===== src/rtl/mmu_arbiter.sv =====
// mmu_arbiter: shares one byte-wide sync RAM port between IF fetch and MEM load/store.
// Latency: reads finish 5 cycles after acceptance (+1 DONE cycle for MEM), stores take 4 (+1 DONE).
// Backpressure: requests are levels; IF waits for a tag match, MEM holds req until o_MEM_done.
module mmu_arbiter #(
    parameter logic [31:0] INVALID_TAG = 32'hFFFFFFFF
) (
    input  logic        clk,
    input  logic        rst,
    input  logic        i_IF_req,
    input  logic [31:0] i_IF_addr,
    output logic        o_IF_busy,
    output logic [31:0] o_IF_addr,
    output logic [31:0] o_IF_inst,
    input  logic        i_MEM_req,
    input  logic        i_MEM_we,
    input  logic [31:0] i_MEM_addr,
    input  logic [31:0] i_MEM_wdata,
    input  logic [3:0]  i_MEM_mask,
    output logic        o_MEM_busy,
    output logic        o_MEM_done,
    output logic [31:0] o_MEM_rdata,
    output logic        o_RAM_en,
    output logic        o_RAM_wr,
    output logic [31:0] o_RAM_addr,
    output logic [7:0]  o_RAM_dout,
    input  logic [7:0]  i_RAM_din
);

    typedef enum logic [2:0] {IDLE, IF_RD, MEM_RD, MEM_WR, DONE} state_t;

    typedef struct packed {
        logic [31:0] addr;
        logic [31:0] wdata;
        logic [3:0]  mask;
    } req_t;

    state_t          state_q, state_d;
    logic [1:0]      cnt_q;
    logic            tail_q;
    req_t            req_q;
    logic [3:0][7:0] byte_q;
    logic            reading;
    logic            if_miss;

    assign reading = (state_q == IF_RD) || (state_q == MEM_RD);
    assign if_miss = i_IF_req && (i_IF_addr != o_IF_addr);

    always_ff @(posedge clk) begin
        if (rst) begin
            state_q <= IDLE;
        end else begin
            state_q <= state_d;
        end
    end

    always_comb begin
        state_d = state_q;
        case (state_q)
            IDLE: begin
                if (i_MEM_req) begin
                    state_d = i_MEM_we ? MEM_WR : MEM_RD;
                end else if (if_miss) begin
                    state_d = IF_RD;
                end
            end
            IF_RD:   if (tail_q) state_d = IDLE;
            MEM_RD:  if (tail_q) state_d = DONE;
            MEM_WR:  if (cnt_q == 2'd3) state_d = DONE;
            DONE:    state_d = IDLE;
            default: state_d = IDLE;
        endcase
    end

    // tail_q marks the extra read cycle that catches the last byte after issue stops
    always_ff @(posedge clk) begin
        if (rst) begin
            cnt_q       <= 2'd0;
            tail_q      <= 1'b0;
            req_q       <= '0;
            byte_q      <= '0;
            o_IF_addr   <= INVALID_TAG;
            o_IF_inst   <= 32'd0;
            o_MEM_rdata <= 32'd0;
        end else begin
            case (state_q)
                IDLE: begin
                    cnt_q  <= 2'd0;
                    tail_q <= 1'b0;
                    if (i_MEM_req) begin
                        req_q <= '{addr: i_MEM_addr, wdata: i_MEM_wdata, mask: i_MEM_mask};
                        if (i_MEM_we) begin
                            o_IF_addr <= INVALID_TAG;
                        end
                    end else if (if_miss) begin
                        req_q <= '{addr: i_IF_addr, wdata: 32'd0, mask: 4'd0};
                    end
                end
                IF_RD, MEM_RD: begin
                    if (tail_q) begin
                        cnt_q  <= 2'd0;
                        tail_q <= 1'b0;
                        if (state_q == IF_RD) begin
                            o_IF_inst <= {byte_q[0], byte_q[1], byte_q[2], i_RAM_din};
                            o_IF_addr <= req_q.addr;
                        end else begin
                            o_MEM_rdata <= {i_RAM_din, byte_q[2], byte_q[1], byte_q[0]};
                        end
                    end else begin
                        if (cnt_q != 2'd0) begin
                            byte_q[cnt_q - 2'd1] <= i_RAM_din;
                        end
                        cnt_q <= cnt_q + 2'd1;
                        if (cnt_q == 2'd3) begin
                            tail_q <= 1'b1;
                        end
                    end
                end
                MEM_WR: cnt_q <= cnt_q + 2'd1;
                default: begin
                    cnt_q  <= 2'd0;
                    tail_q <= 1'b0;
                end
            endcase
        end
    end

    always_comb begin
        o_IF_busy  = (state_q != IDLE);
        o_MEM_busy = (state_q == MEM_RD) || (state_q == MEM_WR);
        o_MEM_done = (state_q == DONE);
        o_RAM_addr = req_q.addr + {30'd0, cnt_q};
        o_RAM_en   = (reading && !tail_q) || (state_q == MEM_WR);
        o_RAM_wr   = 1'b0;
        o_RAM_dout = 8'd0;
        if (state_q == MEM_WR) begin
            o_RAM_wr   = req_q.mask[cnt_q];
            o_RAM_dout = req_q.wdata[{cnt_q, 3'b000} +: 8];
        end
    end

endmodule


===== config.mk =====
export PLATFORM = sky130hd
export DESIGN_NAME = mmu_arbiter
export DESIGN_NICKNAME = d
export VERILOG_FILES = /design/src/rtl/mmu_arbiter.sv
export SDC_FILE = /design/constraint.sdc
export NUM_CORES = 1
export LEC_CHECK = 0
export ABC_AREA = 0
export BUFFER_PORTS_ARGS = -buffer_cell sky130_fd_sc_hd__buf_2
export CAP_MARGIN = 20
export CORE_UTILIZATION = 45
export CTS_CLUSTER_DIAMETER = 80
export DETAILED_ROUTE_END_ITERATION = 12
export PLACE_DENSITY = 0.71
export SETUP_SLACK_MARGIN = 0.2
export SYNTH_ARGS = -nofsm -noshare
export SYNTH_HDL_FRONTEND = slang
export SYNTH_SLANG_ARGS = --single-unit

===== constraint.sdc =====
create_clock -name clk -period 2.8 [get_ports clk]
set_input_delay 0.14 -clock clk [delete_from_list [all_inputs] [get_ports clk]]
set_output_delay 0.14 -clock clk [all_outputs]
set_load 0.02 [all_outputs]

**Word-level counts from Yosys, hierarchy flattened**

Index checks and enable logic that the tools add are counted.

- Flip-flop bits (word level): 202
- Memory bits (writable): 0
- Logic and storage cells: 81
- Bits in read-only memories: 0
- Output and inout bits: 141
- Bits of input ports: 113
- Bits in latches: 0
- Memories: 0

- $lt $le $gt $ge: 3
- Shift operators: 1
- Muxes and demuxes: 26
- Divide/modulo/power cells: 0
- Equal/unequal tests: 14
- Reduce and logical (&&, ||, !) cells: 19
- $mul: 0
- Bitwise gates (word level): 2
- Add/sub/neg operators: 3

Operators by type and width:

| cell | number |
|---|---|
| $mux 68 | 2 |
| $mux 32 | 4 |
| $pmux 32 s2 | 1 |
| $add 32x2->32 | 1 |
| $bwmux 32 | 1 |
| $ne 32x32->1 | 1 |
| $shiftx 32x6->8 | 1 |
| $demux 8 s2 | 1 |
| $mux 8 | 2 |
| $mux 3 | 5 |
| $ne 2x2->1 const B | 7 |
| $pmux 3 s4 | 1 |
| $reduce_and 3->1 | 3 |
| $eq 3x2->1 const B | 2 |
| $lt 2x3->1 const B | 2 |
| $reduce_bool 2->1 | 3 |
| $mux 1 | 5 |
| $reduce_and 5->1 | 1 |
| $pmux 2 s2 | 1 |
| $reduce_and 4->1 | 1 |
| $eq 3x1->1 const B | 1 |
| $eq 3x3->1 const B | 1 |
| $logic_and 1x1->1 | 3 |
| $logic_not 3->1 | 1 |
| other kinds (14) | 17 |

**Depth between registers and ports, before layout**

Gate-level depths: netlist (run 1).

- Depth after elaboration: 6
- Mapped depth: 8

**Worst setup path before layout (run 1)**

OpenSTA, ideal clock, no wires.

- Kind: reg2out
- Start point: register cnt_q[1]
- End point: output o_RAM_addr[27]
- Setup slack: 0.757 ns
- Path buffers: 0
- Cell stages (with the launch flop): 8
- Data arrival time: 1.903 ns
- Data required time: 2.660 ns
- Cell sequence: dfxtp_1 ha_1 a21o_1 nand3_1 nor3_2 and2_1 nand4_1 xnor2_1

- Cells in the longest elaborated chain, start to end: 1

Ends and longest elaborated chain:

| what | line | text |
|---|---|---|
| start: declaration | 38 | `logic [1:0] cnt_q;` |
| start signal: assignment | 112 | `cnt_q <= cnt_q + 2'd1;` |
| start signal: assignment | 118 | `MEM_WR: cnt_q <= cnt_q + 2'd1;` |
| $add 32x2->32 | 131 | `o_RAM_addr = req_q.addr + {30'd0, cnt_q};` |
| end: declaration | 24 | `output logic [31:0] o_RAM_addr,` |

No other way between the ends.

**Worst setup path after layout (run 1)**

- Start point: register req_q[48] (netlist bit)
- End point: output o_RAM_addr[27]

- Cells in the longest elaborated chain, start to end: 1

Ends and longest elaborated chain:

| what | line | text |
|---|---|---|
| start: declaration | 40 | `req_t req_q;` |
| start signal: assignment | 90 | `req_q <= '{addr: i_MEM_addr, wdata: i_MEM_wdata, mask: i_MEM_mask};` |
| start signal: assignment | 95 | `req_q <= '{addr: i_IF_addr, wdata: 32'd0, mask: 4'd0};` |
| $add 32x2->32 | 131 |  |

No other way between the ends.

==> flow_metrics.env, run 1 <==
export IMPL_yosysMostFrequentCell="dfxtp_1"
export IMPL_grt_max_degree=60
export IMPL_cellInternalPower_w=0.005327
export IMPL_wl_met2_um=11630
export IMPL_worstMarginPinSlew_ns=0.6843
export IMPL_rows=49
export IMPL_cp_top_family="simple AND/OR/NAND/NOR gates"
export IMPL_netlist_instances=959
export IMPL_die_y_um=139.4
export IMPL_clockRootBuffer="clkbuf_16"
export IMPL_post_route_drc_count=0
export IMPL_period_share_pct=90.93
export IMPL_whs_path_depth=3
export IMPL_nets=1332
export IMPL_hold_worst_slack_ns=0.02736
export IMPL_rsz0062_at_grt="yes"
export IMPL_synth_net_count=1080
export IMPL_p_total_w=0.008066
export IMPL_crit_arrival_ns=2.41
export IMPL_initial_core_util_pct=46.67
export IMPL_clock_latency_ns=0.43
export IMPL_crit_path_cell_trace="and4_4 > nand4_1 > nor3_4 > and2_4 > nand4_1 > xnor2_1 > buf_2"
export IMPL_gp_congestion=0.9167
export IMPL_htreeDepth=4
export IMPL_crit_type="flip-flop to output port"
export IMPL_max_clock_path_buffers=2
export IMPL_cts_tree="yes"
export IMPL_die_w_um=139.4
export IMPL_yosysTopAreaCell="dfxtp_1"
export IMPL_synth_distinct_cells=41
export IMPL_grt_pass1_vias=7264
export IMPL_end_kind="output port"
export IMPL_layout_cells_non_filler=1452
export IMPL_n_antenna_cell=0
export IMPL_cts_buffers_inserted=17
export IMPL_ys_seq_area_share_pct=45.70
export IMPL_p_comb_share_pct=27.2
export IMPL_critical_path_required_ns=2.66
export IMPL_post_route_util_pct=59.70
export IMPL_regToRegEndpoint="req_q[26]$_SDFFE_PP0P_"
export IMPL_place_hpwl_um=16620
export IMPL_n_fill_cell=1623
export IMPL_wirelength_um=24640
export IMPL_synthesis_area_um2=8498
export IMPL_cts_sink_count=194
export IMPL_whs_endpoint="o_IF_inst[0]$_SDFFE_PP0P_"
export IMPL_clkTransAtPathRegs_ns=0.07
export IMPL_highest_layer="met4"
export IMPL_relSlewSlack_pct=54.38
export IMPL_skew_ns=0.009326
export IMPL_cellPowerDensity_nw_per_um2=742.0
export IMPL_drive_gt1_share_pct=30.25
export IMPL_holdCritPathClass="input pin to flip-flop"
export IMPL_async_reset_ff_share_pct=0
export IMPL_routed_wl_met3_um=1748
export IMPL_dr_pass1_iters=7
export IMPL_cp_slowest_cell="dfxtp_1"
export IMPL_grt_pass1_wl_um=38410
export IMPL_reg2reg_slack_ns=0.35
export IMPL_synth_top_area_share_pct=45.70
export IMPL_slowest_delay_ns=0.40
export IMPL_startpoint_type="flip-flop"
export IMPL_synth_common_cells="194 x dfxtp_1, 173 x nand2_1, 89 x a21oi_1"
export IMPL_max_freq_ghz=0.3928
export IMPL_port_buffers=253
export IMPL_core_area_um2=18210
export IMPL_synth_area_leaders="dfxtp_1 46%, nand2_1 7.6%, xnor2_1 5.5%"
export IMPL_ir_drop_mv=0.4652
export IMPL_finalHoldViolCount=0
export IMPL_synth_seq_cells=194
export IMPL_gr_usage_all_layers_pct=25.06
export IMPL_maxCapViolations=0
export IMPL_pin_count=254
export IMPL_setup_viol=0
export IMPL_wl_met1_um=10630
export IMPL_antenna_found_initial=0
export IMPL_slew_viol_final=0
export IMPL_fin_setup_tns_ns=0
export IMPL_hold_path_startpoint="i_RAM_din[0]"
export IMPL_critPathBufInv=1
export IMPL_drt_initial_drc_count=510
export IMPL_outcome="finished clean"
export IMPL_antenna_left=0
export IMPL_cp_max_fo=7
export IMPL_ff2ff_path_depth=7
export IMPL_p_sw_share_pct=33.96
export IMPL_fp_dieArea_um2=19440
export IMPL_vias=7863
export IMPL_overflow=0
export IMPL_switching_power_w=0.002739
export IMPL_routed_via_density=5.415
export IMPL_timing_final_crit_period_ns=2.546
export IMPL_routedWlPerCell_um=16.97
export IMPL_synth_enable_flop_cells=0
export IMPL_crit_top_cell="nand4_1"
export IMPL_synth_ff_type="dfxtp_1"
export IMPL_seq_power_share_pct=42.1
export IMPL_synth_warnings=0
export IMPL_leakage_nw=4.713
export IMPL_dp_cells=1383
export IMPL_area_growth_synth_to_final_pct=27.91
export IMPL_avgSynthCellArea_um2=8.861
export IMPL_r2r_start="o_IF_addr[3]$_SDFFE_PP1P_"
export IMPL_clockPowerShare_pct=30.7
## per-layer routing
layer | vias to the layer above | track usage (%)
met1 | 3709 | 33.19
met3 | 40 | 5.575
met5 | - | 0
li1 | 3841 | -
met2 | 273 | 39.80
met4 | 0 | 9.591
## cell type report
cell class                      instances  area [um2]  share of cell area [%]
Clock buffer                           18       439.2                   4.040
Clock inverter                         13       158.9                   1.462
Inverter                                6       22.52                  0.2072
Multi-Input combinational cell        680        4265                   39.24
Sequential cell                       194        3892                   35.81
Tap cell                              229       286.5                   2.636
Timing Repair Buffer                  312        1805                   16.61
## kinds of logic (layout without fill, tap and decap cells)
logic type,Yosys count,count (layout),synth area share (%)
AOI/OAI and AO/OA,198,198,16.45
adders and majority gates,8,8,1.266
DFF,194,194,45.70
and+or+nand+nor,370,370,19.30
xor gates and xnor gates,63,63,6.493
muxes,41,41,6.154
buffers and inverters,85,349,4.638
## layout by cell type, fill, tap and decap left out, types with 32 or more instances in the layout
cell type	instances
a221oi_1	32
dfxtp_1	187
a21oi_1	89
nand2_1	173
a22o_2	33
xnor2_1	53
nor3_1	37
mux2i_1	32
buf_2	252
dlygate4sd3_1	36
o21bai_1	33
nand3_1	35
nor2_1	73
## tightest hold or removal path: stages
cell and delay [ns]:
buf_2 0.15, nand2_1 0.07, a21oi_1 0.05
## sequential cells by signal, summed over array words and instances, names as in the netlist
| name | flops |
|---|---|
| req_q | 68 |
| o_IF_addr | 32 |
| o_IF_inst | 32 |
| o_MEM_rdata | 32 |
| byte_q | 24 |
| state_q | 3 |
| cnt_q | 2 |
| tail_q | 1 |
## through the flow
stage | instance area [um2] | worst slack (ns)
after floorplan | 8498 | 0.7574
after global placement | 9851 | 0.4187
after detailed placement | 9851 | 0.3654
after CTS | 10820 | 0.1638
after global routing | 10870 | 0.1634
final | 10870 | 0.2540
## power by group through the flow
| stage | Sequential, W | Combinational, W | Clock, W |
|---|---|---|---|
| global placement | 0.00343 | 0.00211 | 0 |
| CTS | 0.00337 | 0.00218 | 0.00253 |
| global route | 0.00343 | 0.00237 | 0.00264 |
| detailed placement | 0.00343 | 0.00214 | 0 |
| finish | 0.00339 | 0.00219 | 0.00248 |
| floorplan | 0.00337 | 0.00152 | 0 |
## repair_timing
item,CTS,global route
hold endpoints to repair,36,0
setup endpoints to repair,7,21
buffers inserted,0,2
hold buffers,36,0
resized for setup,3,14
pin swaps,0,3
gates cloned,0,0
## how the worst max path moves through the flow
stage,endpoint,start,cells past startpoint
floorplan,o_RAM_addr[27],cnt_q[1]$_SDFF_PP0_,7
global placement,req_q[60]$_SDFFE_PP0P_,o_IF_addr[3]$_SDFFE_PP1P_,6
detailed placement,req_q[37]$_SDFFE_PP0P_,o_IF_addr[3]$_SDFFE_PP1P_,6
CTS,o_RAM_addr[27],req_q[37]$_SDFFE_PP0P_,8
global route,o_RAM_addr[26],cnt_q[1]$_SDFF_PP0_,8
finish,o_RAM_addr[27],req_q[48]$_SDFFE_PP0P_,7
Power figures use the tool's default switching activity.
==> inputs of run 2 (changes only) <==
--- a/config.mk
+++ b/config.mk
@@ -5,7 +5,7 @@
 export SDC_FILE = /design/constraint.sdc
 export NUM_CORES = 1
 export LEC_CHECK = 0
-export ABC_AREA = 0
+export ABC_AREA = 1
 export BUFFER_PORTS_ARGS = -buffer_cell sky130_fd_sc_hd__buf_2
 export CAP_MARGIN = 20
 export CORE_UTILIZATION = 45
==> run 2 against run 1 <==
Against the previous run:
- clock skew grew 0.0032 ns
- routed wire length increased by 9.0%
- cell count rose by 23%
- critical endpoint is now o_RAM_addr[22]
- highest routed layer is now met5
- first-iteration DRC count is 5.7% higher
- largest power group unchanged
- critical path depth up 5
- die area grew 4.3%
- synthesized cell count rose by 30%
- non-clock buffer count up 7
==> flow_metrics.env, run 2 <==
export IMPL_switching_power_w=0.002697
export IMPL_routed_via_density=5.099
export IMPL_maxCapViolations=0
export IMPL_reg2reg_slack_ns=0.42
export IMPL_pin_count=254
export IMPL_p_total_w=0.007571
export IMPL_regToRegEndpoint="byte_q[2]$_SDFFE_PP0P_"
export IMPL_cp_top_family="simple AND/OR/NAND/NOR gates"
export IMPL_r2r_start="cnt_q[0]$_SDFF_PP0_"
export IMPL_clockRootBuffer="clkbuf_16"
export IMPL_synth_enable_flop_cells=0
export IMPL_dr_pass1_iters=5
export IMPL_crit_arrival_ns=2.49
export IMPL_dp_cells=1702
export IMPL_crit_path_cell_trace="ha_4 > fa_2 > nand3_4 > nor3_4 > nand2_2 > nor2_4 > nand2_2 > nor2_4 > nand3_4 > nor2_2 > xor2_1 > buf_4"
export IMPL_grt_max_degree=64
export IMPL_drive_gt1_share_pct=23.68
export IMPL_yosysMostFrequentCell="nand2_1"
export IMPL_fp_dieArea_um2=20270
export IMPL_clkTransAtPathRegs_ns=0.08
export IMPL_whs_endpoint="o_MEM_rdata[31]$_SDFFE_PP0P_"
export IMPL_synth_top_area_share_pct=43.80
export IMPL_p_comb_share_pct=24.7
export IMPL_leakage_nw=5.171
export IMPL_crit_type="flip-flop to output port"
export IMPL_dp_worst_setup_slack_ns=0.4909
export IMPL_hold_path_startpoint="i_RAM_din[7]"
export IMPL_worstMarginPinSlew_ns=0.6823
export IMPL_gr_usage_all_layers_pct=26.47
export IMPL_synth_area_leaders="dfxtp_1 44%, nand2_1 12%, a21oi_1 9.3%"
export IMPL_seq_power_share_pct=42.9
export IMPL_final_cell_mix="293 x nand2_1, 244 x buf_2, 192 x dfxtp_1"
export IMPL_ff2ff_path_depth=9
export IMPL_p_sw_share_pct=35.62
export IMPL_end_kind="output port"
export IMPL_grt_pass1_wl_um=41990
export IMPL_fin_ws_ns=0.1681
export IMPL_clock_latency_ns=0.44
export IMPL_gp_congestion=0.8773
export IMPL_cts_tree="yes"
export IMPL_fin_area_um2=11480
export IMPL_cp_max_fo=3
export IMPL_die_w_um=142.4
export IMPL_overflow=0
export IMPL_synth_warnings=0
export IMPL_place_hpwl_um=18250
export IMPL_synth_net_count=1365
export IMPL_synth_distinct_cells=36
export IMPL_setup_viol=0
export IMPL_port_buffers=253
export IMPL_die_y_um=142.4
export IMPL_netlist_instances=1244
export IMPL_layout_cells_non_filler=1781
export IMPL_slew_viol_final=0
export IMPL_critical_path_required_ns=2.66
export IMPL_cts_buffers_inserted=17
export IMPL_holdCritPathClass="input pin to flip-flop"
export IMPL_initial_core_util_pct=46.62
export IMPL_nets=1628
export IMPL_fin_setup_tns_ns=0
export IMPL_finalHoldViolCount=0
export IMPL_startpoint_type="flip-flop"
export IMPL_max_freq_ghz=0.3799
export IMPL_relSlewSlack_pct=54.52
export IMPL_cp_slowest_cell="dfxtp_2"
export IMPL_cts_sink_count=194
export IMPL_period_share_pct=94.00
export IMPL_timing_final_crit_period_ns=2.632
export IMPL_max_clock_path_buffers=2
export IMPL_yosysTopAreaCell="dfxtp_1"
export IMPL_core_area_um2=19020
export IMPL_routedWlPerCell_um=15.08
export IMPL_outcome="finished clean"
export IMPL_rows=50
export IMPL_area_growth_synth_to_final_pct=29.49
export IMPL_critPathBufInv=1
export IMPL_synth_common_cells="294 x nand2_1, 194 x dfxtp_1, 165 x a21oi_1"
export IMPL_antenna_left=0
export IMPL_vias=9081
export IMPL_slowest_delay_ns=0.36
export IMPL_skew_ns=0.01248
export IMPL_avgSynthCellArea_um2=7.127
export IMPL_largest_reg_flops=68
export IMPL_dpl_cell_area_um2=10300
export IMPL_grt_pass1_vias=8410
export IMPL_post_route_drc_count=0
export IMPL_synthesis_area_um2=8866
export IMPL_synth_seq_cells=194
export IMPL_rsz0062_at_grt="yes"
export IMPL_ys_seq_area_share_pct=43.80
export IMPL_cellPowerDensity_nw_per_um2=659.4
export IMPL_regMostFlops="req_q"
export IMPL_cellInternalPower_w=0.004874
export IMPL_wirelength_um=26860
export IMPL_htreeDepth=4
export IMPL_async_reset_ff_share_pct=0
export IMPL_synth_ff_type="dfxtp_1"
export IMPL_drt_initial_drc_count=539
export IMPL_antenna_found_initial=2
export IMPL_ir_drop_mv=0.4263
export IMPL_whs_path_depth=3
export IMPL_layout_commonest_cell="nand2_1"
export IMPL_clockPowerShare_pct=32.4
## run 2: kinds of logic after synthesis
| family | share of synthesized area (%) |
|---|---|
| XOR/XNOR | 5.137 |
| flip-flops | 43.80 |
| buffers and inverters | 7.875 |
| AO/OA/AOI/OAI | 17.82 |
| AND/OR/NAND/NOR | 24.15 |
| adder cells (fa/ha/maj) | 1.214 |
## run 2: per-stage QoR
stage,utilization (%),hold WS (ns)
3_5_place_dp,54.14,0.4019
2_1_floorplan,-,0.2749
5_1_grt,60.37,0.03617
4_1_cts,59.82,0.02255
3_3_place_gp,54.14,0.3988
6_report,60.37,0.03740
## run 2: area by class of cell
type | count | area [um2]
sequential | 194 | 3886
timing repair buffer | 319 | 1891
fill | 1817 | 7537
clock inverter | 15 | 186.4
multi-input combinational | 878 | 4400
clock buffer | 17 | 425.4
antenna | 1 | 2.502
inverter | 97 | 364.1
tap | 260 | 325.3
## run 2: timing repair
item                       4_1_cts  5_1_grt
hold buffers                    36        0
setup endpoints to repair       11       13
setup buffers                    7        3
gates resized for setup         16       16
pin swaps                        2        4
hold endpoints to repair        36        0
## run 2: worst max-delay path by stage
stage | start | to | slack, ns | cells after the start
after floorplan | cnt_q[0]$_SDFF_PP0_ | o_RAM_addr[26] | 0.56 | 11
after global placement | req_q[36]$_SDFFE_PP0P_ | o_RAM_addr[22] | 0.59 | 12
after detailed placement | req_q[36]$_SDFFE_PP0P_ | o_RAM_addr[22] | 0.49 | 12
after CTS | cnt_q[0]$_SDFF_PP0_ | o_RAM_addr[22] | 0.17 | 12
after global routing | req_q[36]$_SDFFE_PP0P_ | o_RAM_addr[22] | 0.06 | 12
final | req_q[36]$_SDFFE_PP0P_ | o_RAM_addr[22] | 0.17 | 12
## run 2: tightest hold or removal path: stages
cell,delay (ns)
buf_2,0.15
nor2_1,0.06
nor2_1,0.09
## run 2: per-layer routing
metal / share of wire, % / up-vias / GRT usage, %
li1: - / 4546 / -
met2: 47 / 315 / 44.48
met4: 2.5 / 2 / 10.53
met5: 0.048 / - / 0
met1: 44 / 4164 / 33.37
met3: 6.4 / 54 / 4.980
## run 2: power groups by stage
| stage | Clock [W] | Combinational, W | Sequential [W] |
|---|---|---|---|
| CTS | 0.00249 | 0.00186 | 0.00324 |
| finish | 0.00245 | 0.00187 | 0.00325 |
| floorplan | 0 | 0.00110 | 0.00336 |
| detailed placement | 0 | 0.00180 | 0.00329 |
| global route | 0.00262 | 0.00206 | 0.00327 |
| global placement | 0 | 0.00178 | 0.00329 |
